$ cat src/rtl/seg_display_pkg.sv
// Shared definitions for the seven-segment display path: segment bit order,
// the hex glyph table and the decode helper used by every display instance.
package seg_display_pkg;

  localparam int SEG_W = 7;

  // Segment bit positions inside the {g,f,e,d,c,b,a} output vector.
  localparam int SEG_A = 0;
  localparam int SEG_B = 1;
  localparam int SEG_C = 2;
  localparam int SEG_D = 3;
  localparam int SEG_E = 4;
  localparam int SEG_F = 5;
  localparam int SEG_G = 6;

  // Active-high glyphs, entry k at bits [7k+6:7k]; entry 0 in the low bits.
  localparam logic [16*SEG_W-1:0] HEX_SEG_TABLE = {
    7'h71, 7'h79, 7'h5E, 7'h39,   // F E d C
    7'h7C, 7'h77, 7'h6F, 7'h7F,   // b A 9 8
    7'h07, 7'h7D, 7'h6D, 7'h66,   // 7 6 5 4
    7'h4F, 7'h5B, 7'h06, 7'h3F    // 3 2 1 0
  };

  function automatic logic [SEG_W-1:0] seg_decode(input logic [3:0] hex,
                                                  input logic       active_low);
    logic [SEG_W-1:0] pattern;
    pattern = HEX_SEG_TABLE[int'(hex)*SEG_W +: SEG_W];
    return active_low ? ~pattern : pattern;
  endfunction

endpackage

$ cat src/rtl/seg_hex_decoder.sv
// Combinational hex-to-seven-segment decoder with selectable output polarity.
module seg_hex_decoder
  import seg_display_pkg::*;
#(
  parameter bit ACTIVE_LOW = 1'b1
) (
  input  logic [3:0]       hex_i,
  output logic [SEG_W-1:0] seg_o
);

  assign seg_o = seg_decode(hex_i, ACTIVE_LOW);

endmodule

$ cat src/rtl/seg_display_mux.sv
// N-digit multiplexed seven-segment driver with frame-latched inputs,
// anti-ghosting dead time, PWM brightness and per-digit blink.
module seg_display_mux
  import seg_display_pkg::*;
#(
  parameter int NUM_DIGITS       = 4,
  parameter int REFRESH_DIV      = 100000,
  parameter int DEAD_CYCLES      = 500,
  parameter int BRIGHT_W         = 3,
  parameter bit ANODE_ACTIVE_LOW = 1'b1,
  parameter bit SEG_ACTIVE_LOW   = 1'b1
) (
  input  logic                    clk,
  input  logic                    rst_n,
  input  logic [4*NUM_DIGITS-1:0] digits,
  input  logic [NUM_DIGITS-1:0]   digit_en,
  input  logic [NUM_DIGITS-1:0]   blink_en,
  input  logic                    blink_tick,
  input  logic [BRIGHT_W-1:0]     brightness,
  output logic [NUM_DIGITS-1:0]   anode,
  output logic [SEG_W-1:0]        seg,
  output logic                    frame_start
);

  localparam int CNT_W = $clog2(REFRESH_DIV + 1);
  localparam int IDX_W = (NUM_DIGITS > 1) ? $clog2(NUM_DIGITS) : 1;
  localparam int PW    = CNT_W + BRIGHT_W;

  localparam logic [NUM_DIGITS-1:0] ANODE_OFF = {NUM_DIGITS{ANODE_ACTIVE_LOW}};
  localparam logic [SEG_W-1:0]      SEG_OFF   = {SEG_W{SEG_ACTIVE_LOW}};

  logic [CNT_W-1:0]        slot_cnt_q;
  logic [IDX_W-1:0]        digit_idx_q;
  logic                    blink_phase_q;
  logic                    frame_start_q;
  logic [4*NUM_DIGITS-1:0] digits_l_q;
  logic [NUM_DIGITS-1:0]   en_l_q;
  logic [NUM_DIGITS-1:0]   blink_l_q;
  logic [BRIGHT_W-1:0]     bright_l_q;
  logic [NUM_DIGITS-1:0]   anode_q;
  logic [SEG_W-1:0]        seg_q;

  logic [NUM_DIGITS-1:0]   anode_d;
  logic [SEG_W-1:0]        seg_d;
  logic [NUM_DIGITS-1:0]   anode_onehot;
  logic                    slot_wrap;
  logic                    frame_wrap;
  logic                    lit;
  logic [PW-1:0]           pwm_prod;
  logic [CNT_W-1:0]        on_limit;
  logic [3:0]              cur_hex;
  logic [SEG_W-1:0]        cur_seg;
  logic [3:0]              hex_l [NUM_DIGITS];

  for (genvar gi = 0; gi < NUM_DIGITS; gi++) begin : g_unpack
    assign hex_l[gi] = digits_l_q[4*gi +: 4];
  end

  assign cur_hex = hex_l[digit_idx_q];

  seg_hex_decoder #(
    .ACTIVE_LOW(SEG_ACTIVE_LOW)
  ) u_hex_decoder (
    .hex_i(cur_hex),
    .seg_o(cur_seg)
  );

  assign slot_wrap  = (slot_cnt_q == CNT_W'(REFRESH_DIV - 1));
  assign frame_wrap = slot_wrap && (digit_idx_q == IDX_W'(NUM_DIGITS - 1));

  // Product is kept at full width so the fraction is taken after the multiply.
  always_comb begin
    pwm_prod = PW'(REFRESH_DIV - DEAD_CYCLES) * PW'(bright_l_q);
    if (bright_l_q == '0) begin
      on_limit = CNT_W'(DEAD_CYCLES);
    end else if (&bright_l_q) begin
      on_limit = CNT_W'(REFRESH_DIV);
    end else begin
      on_limit = CNT_W'(DEAD_CYCLES) + CNT_W'(pwm_prod >> BRIGHT_W);
    end
  end

  assign lit = (slot_cnt_q >= CNT_W'(DEAD_CYCLES)) && (slot_cnt_q < on_limit) &&
               en_l_q[digit_idx_q] && !(blink_phase_q && blink_l_q[digit_idx_q]);

  always_comb begin
    anode_onehot              = '0;
    anode_onehot[digit_idx_q] = 1'b1;
    anode_d = lit ? (anode_onehot ^ ANODE_OFF) : ANODE_OFF;
    seg_d   = lit ? cur_seg : SEG_OFF;
  end

  always_ff @(posedge clk or negedge rst_n) begin
    if (!rst_n) begin
      slot_cnt_q    <= '0;
      digit_idx_q   <= '0;
      blink_phase_q <= 1'b0;
      frame_start_q <= 1'b0;
      digits_l_q    <= '0;
      en_l_q        <= '0;
      blink_l_q     <= '0;
      bright_l_q    <= '0;
      anode_q       <= ANODE_OFF;
      seg_q         <= SEG_OFF;
    end else begin
      anode_q       <= anode_d;
      seg_q         <= seg_d;
      frame_start_q <= frame_wrap;
      if (blink_tick) begin
        blink_phase_q <= ~blink_phase_q;
      end
      if (slot_wrap) begin
        slot_cnt_q  <= '0;
        digit_idx_q <= (digit_idx_q == IDX_W'(NUM_DIGITS - 1)) ? '0 : digit_idx_q + 1'b1;
      end else begin
        slot_cnt_q  <= slot_cnt_q + 1'b1;
      end
      // Inputs are sampled only when entering slot 0 so a frame never tears.
      if (frame_wrap) begin
        digits_l_q <= digits;
        en_l_q     <= digit_en;
        blink_l_q  <= blink_en;
        bright_l_q <= brightness;
      end
    end
  end

  assign anode       = anode_q;
  assign seg         = seg_q;
  assign frame_start = frame_start_q;

endmodule

$ cat config.mk
export PLATFORM = sky130hd
export DESIGN_NAME = seg_display_mux
export DESIGN_NICKNAME = d
export VERILOG_FILES = /design/src/rtl/seg_display_pkg.sv /design/src/rtl/seg_hex_decoder.sv /design/src/rtl/seg_display_mux.sv
export SDC_FILE = /design/constraint.sdc
export NUM_CORES = 1
export LEC_CHECK = 0
export ABC_AREA = 1
export CAP_MARGIN = 10
export CORE_ASPECT_RATIO = 1.4
export CORE_MARGIN = 2
export CORE_UTILIZATION = 52
export CTS_CLUSTER_SIZE = 10
export DETAILED_ROUTE_END_ITERATION = 6
export GPL_TIMING_DRIVEN = 0
export PLACE_DENSITY = 0.77
export SETUP_SLACK_MARGIN = 0.02
export SKIP_LAST_GASP = 1
export SLEW_MARGIN = 20
export SYNTH_ARGS = -nofsm -noshare
export SYNTH_HDL_FRONTEND = slang
export SYNTH_HIERARCHICAL = 1
export SYNTH_SLANG_ARGS = --single-unit
$ cat constraint.sdc
create_clock -name clk -period 3.1 [get_ports clk]
set_input_delay 0.465 -clock clk [delete_from_list [all_inputs] [get_ports clk]]
set_output_delay 0.465 -clock clk [all_outputs]
set_load 0.05 [all_outputs]
* Yosys cells after proc, flatten, opt, wreduce, memory -nomap -nowiden *
Cells that the tools add are included.

operators by class
  bitwise gates (word level) = 4
  order comparisons = 5
  multipliers = 2
  muxes and demuxes = 15
  eq/ne operators = 2
  shifts and indexed selects = 1
  reductions and logical operators = 9
  $add $sub $neg = 3

operators with widths
  kind                                                                count
  indexed part select 112 x 32 -> 7 bit, first input constant         1
  2-to-1 mux 17 bit                                                   3
  multiplier 15 x 3 -> 18 bit, first input constant                   1
  adder 17 x 1 -> 17 bit, second input constant                       1
  adder 9 x 17 -> 17 bit, first input constant                        1
  equality test 17 bit, second input constant                         1
  greater-or-equal comparator 17 x 9 -> 1 bit, second input constant  1
  less-than comparator 17 bit                                         1
  2-to-1 mux 4 bit                                                    3
  binary-select mux 4 bit (select 2 bit)                              1
  multiplier 4 x 3 -> 7 bit, second input constant                    1
  2-to-1 mux 7 bit                                                    1
  inverter 7 bit                                                      1
  logical AND 1 bit                                                   6
  binary-select mux 1 bit (select 2 bit)                              2
  inverter 4 bit                                                      1
  greater-or-equal comparator 3 bit, second input constant            1
  zero test 3 bit                                                     1
  less-than comparator 2 x 3 -> 1 bit, second input constant          1
  2-to-1 mux 1 bit                                                    3
  inverter 2 -> 3 bit                                                 1
  AND reduction 3 bit                                                 1
  adder 2 x 1 -> 2 bit, second input constant                         1
  demux 1 bit (select 2 bit)                                          1
  5 further kinds                                                     5

storage, ports and cells
  bits of input ports = 30
  register bits after elaboration = 59

* Depth between registers and ports, before layout *
  depth in word-level cells = 9
  mapped depth = 28

* Modules after synthesis *
Netlist, hierarchy kept.

by module, submodules not included
  module           cells each  area an instance (um^2)  sequential area each (um^2)  instances
  seg_display_mux  499         3756.1                   1490.2                       1
  seg_hex_decoder  48          261.5                    0.0                          1

* Least setup slack after synthesis *
OpenSTA, ideal clock, no wires.

  path kind = register to register
  from = register bright_l_q[1]
  to = register anode_q[0] (netlist: anode[0])
  stages on the path, launching flop included = 28
  arrival time = 3.307 ns
  period minus slack after synthesis = 3.388 ns
  path buffers = 1
  library setup time = 0.081 ns
  setup slack = -0.288 ns
  data required time = 3.019 ns
  cell sequence = dfrtp_1 > inv_1 > ha_1 > inv_1 > ha_1 > ha_1 > inv_1 > nand3b_1 > nand2_1 > inv_1 > ha_1 > inv_1 > nand3_2 > nor2_1 > nand2_1 > nand2_1 > nand2_1 > nand3_1 > nand2_1 > ha_1 > a21oi_1 > nor3_1 > a211oi_1 > nand2_1 > nand2_1 > and2_1 > buf_2 > nand2_1

between the ends
  longest elaborated chain between the ends = 9

ends and longest elaborated chain
  element                            line                    text
  start, declared                    seg_display_mux.sv:39   logic [BRIGHT_W-1:0] bright_l_q;
  start signal, assigned             seg_display_mux.sv:123  bright_l_q <= brightness;
  multiplier 15 x 3 -> 18 bit        seg_display_mux.sv:73   pwm_prod = PW'(REFRESH_DIV - DEAD_CYCLES) * PW'(bright_l_q);
  adder 9 x 17 -> 17 bit             seg_display_mux.sv:79   on_limit = CNT_W'(DEAD_CYCLES) + CNT_W'(pwm_prod >> BRIGHT_W);
  2-to-1 mux 17 bit                  seg_display_mux.sv:76   end else if (&bright_l_q) begin
  2-to-1 mux 17 bit *                seg_display_mux.sv:74   if (bright_l_q == '0) begin
  less-than comparator 17 bit *      seg_display_mux.sv:83   assign lit = (slot_cnt_q >= CNT_W'(DEAD_CYCLES)) && (slot_cnt_q < on_limit) &&
  logical AND 1 bit * (2 in series)  seg_display_mux.sv:83
  logical AND 1 bit *                seg_display_mux.sv:84   en_l_q[digit_idx_q] && !(blink_phase_q && blink_l_q[digit_idx_q]);
  2-to-1 mux 4 bit *                 seg_display_mux.sv:89   anode_d = lit ? (anode_onehot ^ ANODE_OFF) : ANODE_OFF;
  via anode_d[0]                     seg_display_mux.sv:43   logic [NUM_DIGITS-1:0] anode_d;
  end signal, assigned               seg_display_mux.sv:106  anode_q <= anode_d;
  end, declared                      seg_display_mux.sv:40   logic [NUM_DIGITS-1:0] anode_q;

Mark *: on every way through the listed nets, which the timed path passes. The rest lies on a longest branch.
A chain may end at the register's enable or synchronous reset.

* Final worst setup path *
  from = register bright_l_q[2]
  to = register seg_q[2] (netlist: seg[2])

between the ends
  longest elaborated chain between the ends = 9

ends and longest elaborated chain
  element                            line                    text
  multiplier 15 x 3 -> 18 bit        seg_display_mux.sv:73
  adder 9 x 17 -> 17 bit             seg_display_mux.sv:79
  2-to-1 mux 17 bit                  seg_display_mux.sv:76
  2-to-1 mux 17 bit *                seg_display_mux.sv:74
  less-than comparator 17 bit *      seg_display_mux.sv:83
  logical AND 1 bit * (2 in series)  seg_display_mux.sv:83
  logical AND 1 bit *                seg_display_mux.sv:84
  2-to-1 mux 7 bit *                 seg_display_mux.sv:90   seg_d = lit ? cur_seg : SEG_OFF;
  via seg_d[2]                       seg_display_mux.sv:44   logic [SEG_W-1:0] seg_d;
  end signal, assigned               seg_display_mux.sv:107  seg_q <= seg_d;
  end, declared                      seg_display_mux.sv:41   logic [SEG_W-1:0] seg_q;

Marked as above.

==> impl_metrics.csv <==
group,metric,value,unit
status,outcome,"finished with violations",
status,violations,"negative setup slack",
cells_and_area,multi_input_area,0.00219,mm^2
clock_tree,tritoncts,"yes",
timing,slew_headroom,59.2,%
timing,tightest_slew,613,ps
setup_path,worstSetupPathType,"register to register",
setup_path,arrival,3660,ps
timing,hold_viol,0,
min_path,hp-class,"input pin to async pin",
setup_path,cpMostUsedCell,"nand2_2",
clock_tree,clk_latency,340,ps
global_route,grt-ovfl-total,0,
clock_tree,htree_num_levels,3,
timing,finalClockSkew,7.90,ps
floorplanning,core,0.00741,mm^2
timing,setup_viol,11,
pwr,p_sw_share,21.2,%
route,avgRoutedWirePerCell,13.0,um
cells_and_area,stdcell_area,0.00511,mm^2
setup_path,start_kind,"register",
timing,max_freq,295,MHz
pwr,ir_worst_vdd,0.328,mV
route,num_vias,3661,
global_route,grt_pass1_vias,3503,
timing,post-route-period-util,109,%
pwr,pwr-share-seq,51.2,%
flow_run,drv_cap,0,
cells_and_area,num_antenna_cells,0,
synth,synth_seq_area_share,37.1,%
synth,async_reset_ff_share,100,%
cells_and_area,regArea,0.00149,mm^2
synth,netlist_instances,547,
pwr,p_leak,2.78,nW
clock_tree,cts_buffer_depth,2,
global_route,grt_util_all_layers,23.1,%
synth,syn_area,0.00402,mm^2
clock_tree,cts_root_buf,"clkbuf_8",
clock_tree,cts.sinks,59,
synth,ys_types,37,
cells_and_area,syn2layout_area_growth,27.2,%
setup_path,max_stage_delay,460,ps
cells_and_area,final_cells,719,
route,totalWireLength,9380,um
global_route,grt_pass1_wl,15300,um
timing,fin_ws,-289,ps
setup_path,endpoint_kind,"register",
cells_and_area,final_common_cell,"inv_1",
pwr,power,1.53,mW
synth,synth_edf_count,0,
pwr,clkPwrFrac,44.9,%
pwr,cellPowerDensity,300,mW/mm^2
floorplanning,dieArea,0.00845,mm^2
clock_tree,numCtsBuffers,9,
floorplanning,io_pins,42,
synth,yosys_warnings,6,
synth,ys.flop_type,"dfrtp_1",
synth,synth_seq_cells,59,
floorplanning,start_util,54.2,%
cells_and_area,num-nets-final,685,
timing,final_max_slew_viol_count,0,
route,drcViolationCount,0,
setup_path,required,3370,ps
global_route,grt_max_degree,39,
placement,port_buffers,41,
synth,avgSynthCellArea,7.34,um^2
timing,rsz0062_at_grt,"true",
placement,dpl_cell_area,0.00461,mm^2
cells_and_area,layout-drive-gt1-share,18.3,%
clock_tree,clk_pin_slew,60,ps
timing,min_period,3390,ps
cells_and_area,fillers,611,
route,postRouteAntennaNets,0,
synth,syn_nets,615,
pwr,internal-power,1.21,mW
route,viasPerCell,5.09,
pwr,power.switching,325,uW
setup_path,crit_slowest_cell,"dfrtp_2",
placement,place.gp.congestion,0.859,
cells_and_area,final_cell_mix,"112 x inv_1, 93 x nand2_1, 53 x a21oi_1, 50 x nor2_1, 45 x dfrtp_1",
route,dr.pass1.iters,6,
placement,dp_hpwl,6570,um
pwr,pwr-share-comb,3.9,%
floorplanning,die_w,78.3,um
floorplanning,die-height,108,um
global_route,grt_antenna_before_repair,0,
route,initialDrtViolationCount,264,
floorplanning,row_count,37,
setup_path,crit_fanout,5,
placement,dp.cells,686,
[cells by family (layout without fill, tap and decap cells)]
logic type | after synthesis | after routing | synth area share [%]
simple gates | 219 | 219 | 24.1
compound gates | 92 | 92 | 12.0
xor+xnor | 7 | 7 | 1.53
fa+ha+maj | 38 | 38 | 11.8
buf+inv | 132 | 207 | 13.5
flops | 59 | 59 | 37.1
[final timing paths]
| path | start | end | slack [ps] | cells after the start |
|---|---|---|---|---|
| max | bright_l_q[2] | seg[2] | -290 | 27 |
| min | rst_n | slot_cnt_q[16] | 7 | 1 |
| max reg2reg | bright_l_q[2] | seg[2] | -290 | 27 |
| min reg2reg | slot_cnt_q[0] | slot_cnt_q[0] | 460 | 1 |
| max in group asynchronous | rst_n | anode[3] | 2540 | 2 |
| min in group clk | slot_cnt_q[0] | slot_cnt_q[0] | 460 | 1 |
[Yosys cell counts, types with 2 or more instances]
cell type / count / share of area (%)
a21o_1: 2 / 0.37
a21oi_1: 54 / 6.7
a31oi_1: 2 / 0.31
and2_1: 2 / 0.31
buf_2: 2 / 0.25
buf_4: 2 / 0.37
buf_6: 4 / 1.1
dfrtp_1: 48 / 30
dfstp_2: 11 / 7.2
ha_1: 38 / 12
inv_1: 119 / 11
inv_2: 2 / 0.19
nand2_1: 112 / 10
nand2_2: 5 / 0.78
nand3_1: 26 / 3.2
nand4_1: 6 / 0.93
nor2_1: 51 / 4.8
nor2_2: 2 / 0.31
nor2_4: 2 / 0.56
nor3_1: 4 / 0.50
nor3_2: 2 / 0.50
nor4_1: 3 / 0.47
o21ai_0: 28 / 3.5
o21ai_1: 2 / 0.25
xnor2_1: 2 / 0.44
xor2_1: 5 / 1.1
[timing repair]
| action | CTS | global route |
|---|---|---|
| resized for setup | 20 | 31 |
| endpoints found under the setup margin | 11 | 11 |
| pin swaps | 4 | 20 |
| hold buffers | 0 | 0 |
| gates cloned | 1 | 0 |
| setup buffers | 10 | 6 |
[state kept, by name, summed over array words and instances (netlist names)]
signal	cells
seg	7
blink_phase_q	1
digits_l_q	16
anode	4
frame_start	1
blink_l_q	4
slot_cnt_q	17
bright_l_q	3
en_l_q	4
digit_idx_q	2
[area by class of cell]
cell class	instances	share of cell area, %
clock inverter	2	0.686
inverter	122	9.16
tap	97	2.38
multi-input combinational	356	43.0
sequential	59	29.2
clock buffer	14	2.99
buffer	10	1.64
timing repair buffer	59	10.9
[per-layer routing]
layer  global-route usage [%]  wire, um
met5                        0         0
met4                     8.52       206
met2                     43.2      5150
met1                     26.2      3700
met3                     3.84       328
[critical path: cells and delay by family (launching register included)]
kind | cells | cell delay, ps
AOI/OAI and AO/OA | 2 | 290
adders and majority gates | 4 | 850
buffers and inverters | 5 | 360
DFF | 1 | 460
and+or+nand+nor | 16 | 1340
[power by group through the flow]
stage	Clock [mW]	Combinational, mW	Sequential, mW
6_report	0.688	0.0603	0.785
5_1_grt	0.741	0.0661	0.785
4_1_cts	0.700	0.0613	0.785
3_5_place_dp	0	0.0614	0.799
3_3_place_gp	0	0.0580	0.798
2_1_floorplan	0	0.00501	0.796
[metrics by stage]
step	setup TNS [ps]	utilization, %	hold slack [ps]	setup slack (ps)
2_1_floorplan	-581	-	169	-58.5
3_3_place_gp	-18430	62.0	446	-521
3_5_place_dp	-5220	62.2	376	-504
4_1_cts	-3190	66.8	3.93	-305
5_1_grt	-5080	69.0	15.1	-477
6_report	-3020	69.0	6.53	-289
No activity file was read; power rests on OpenSTA's default activity.
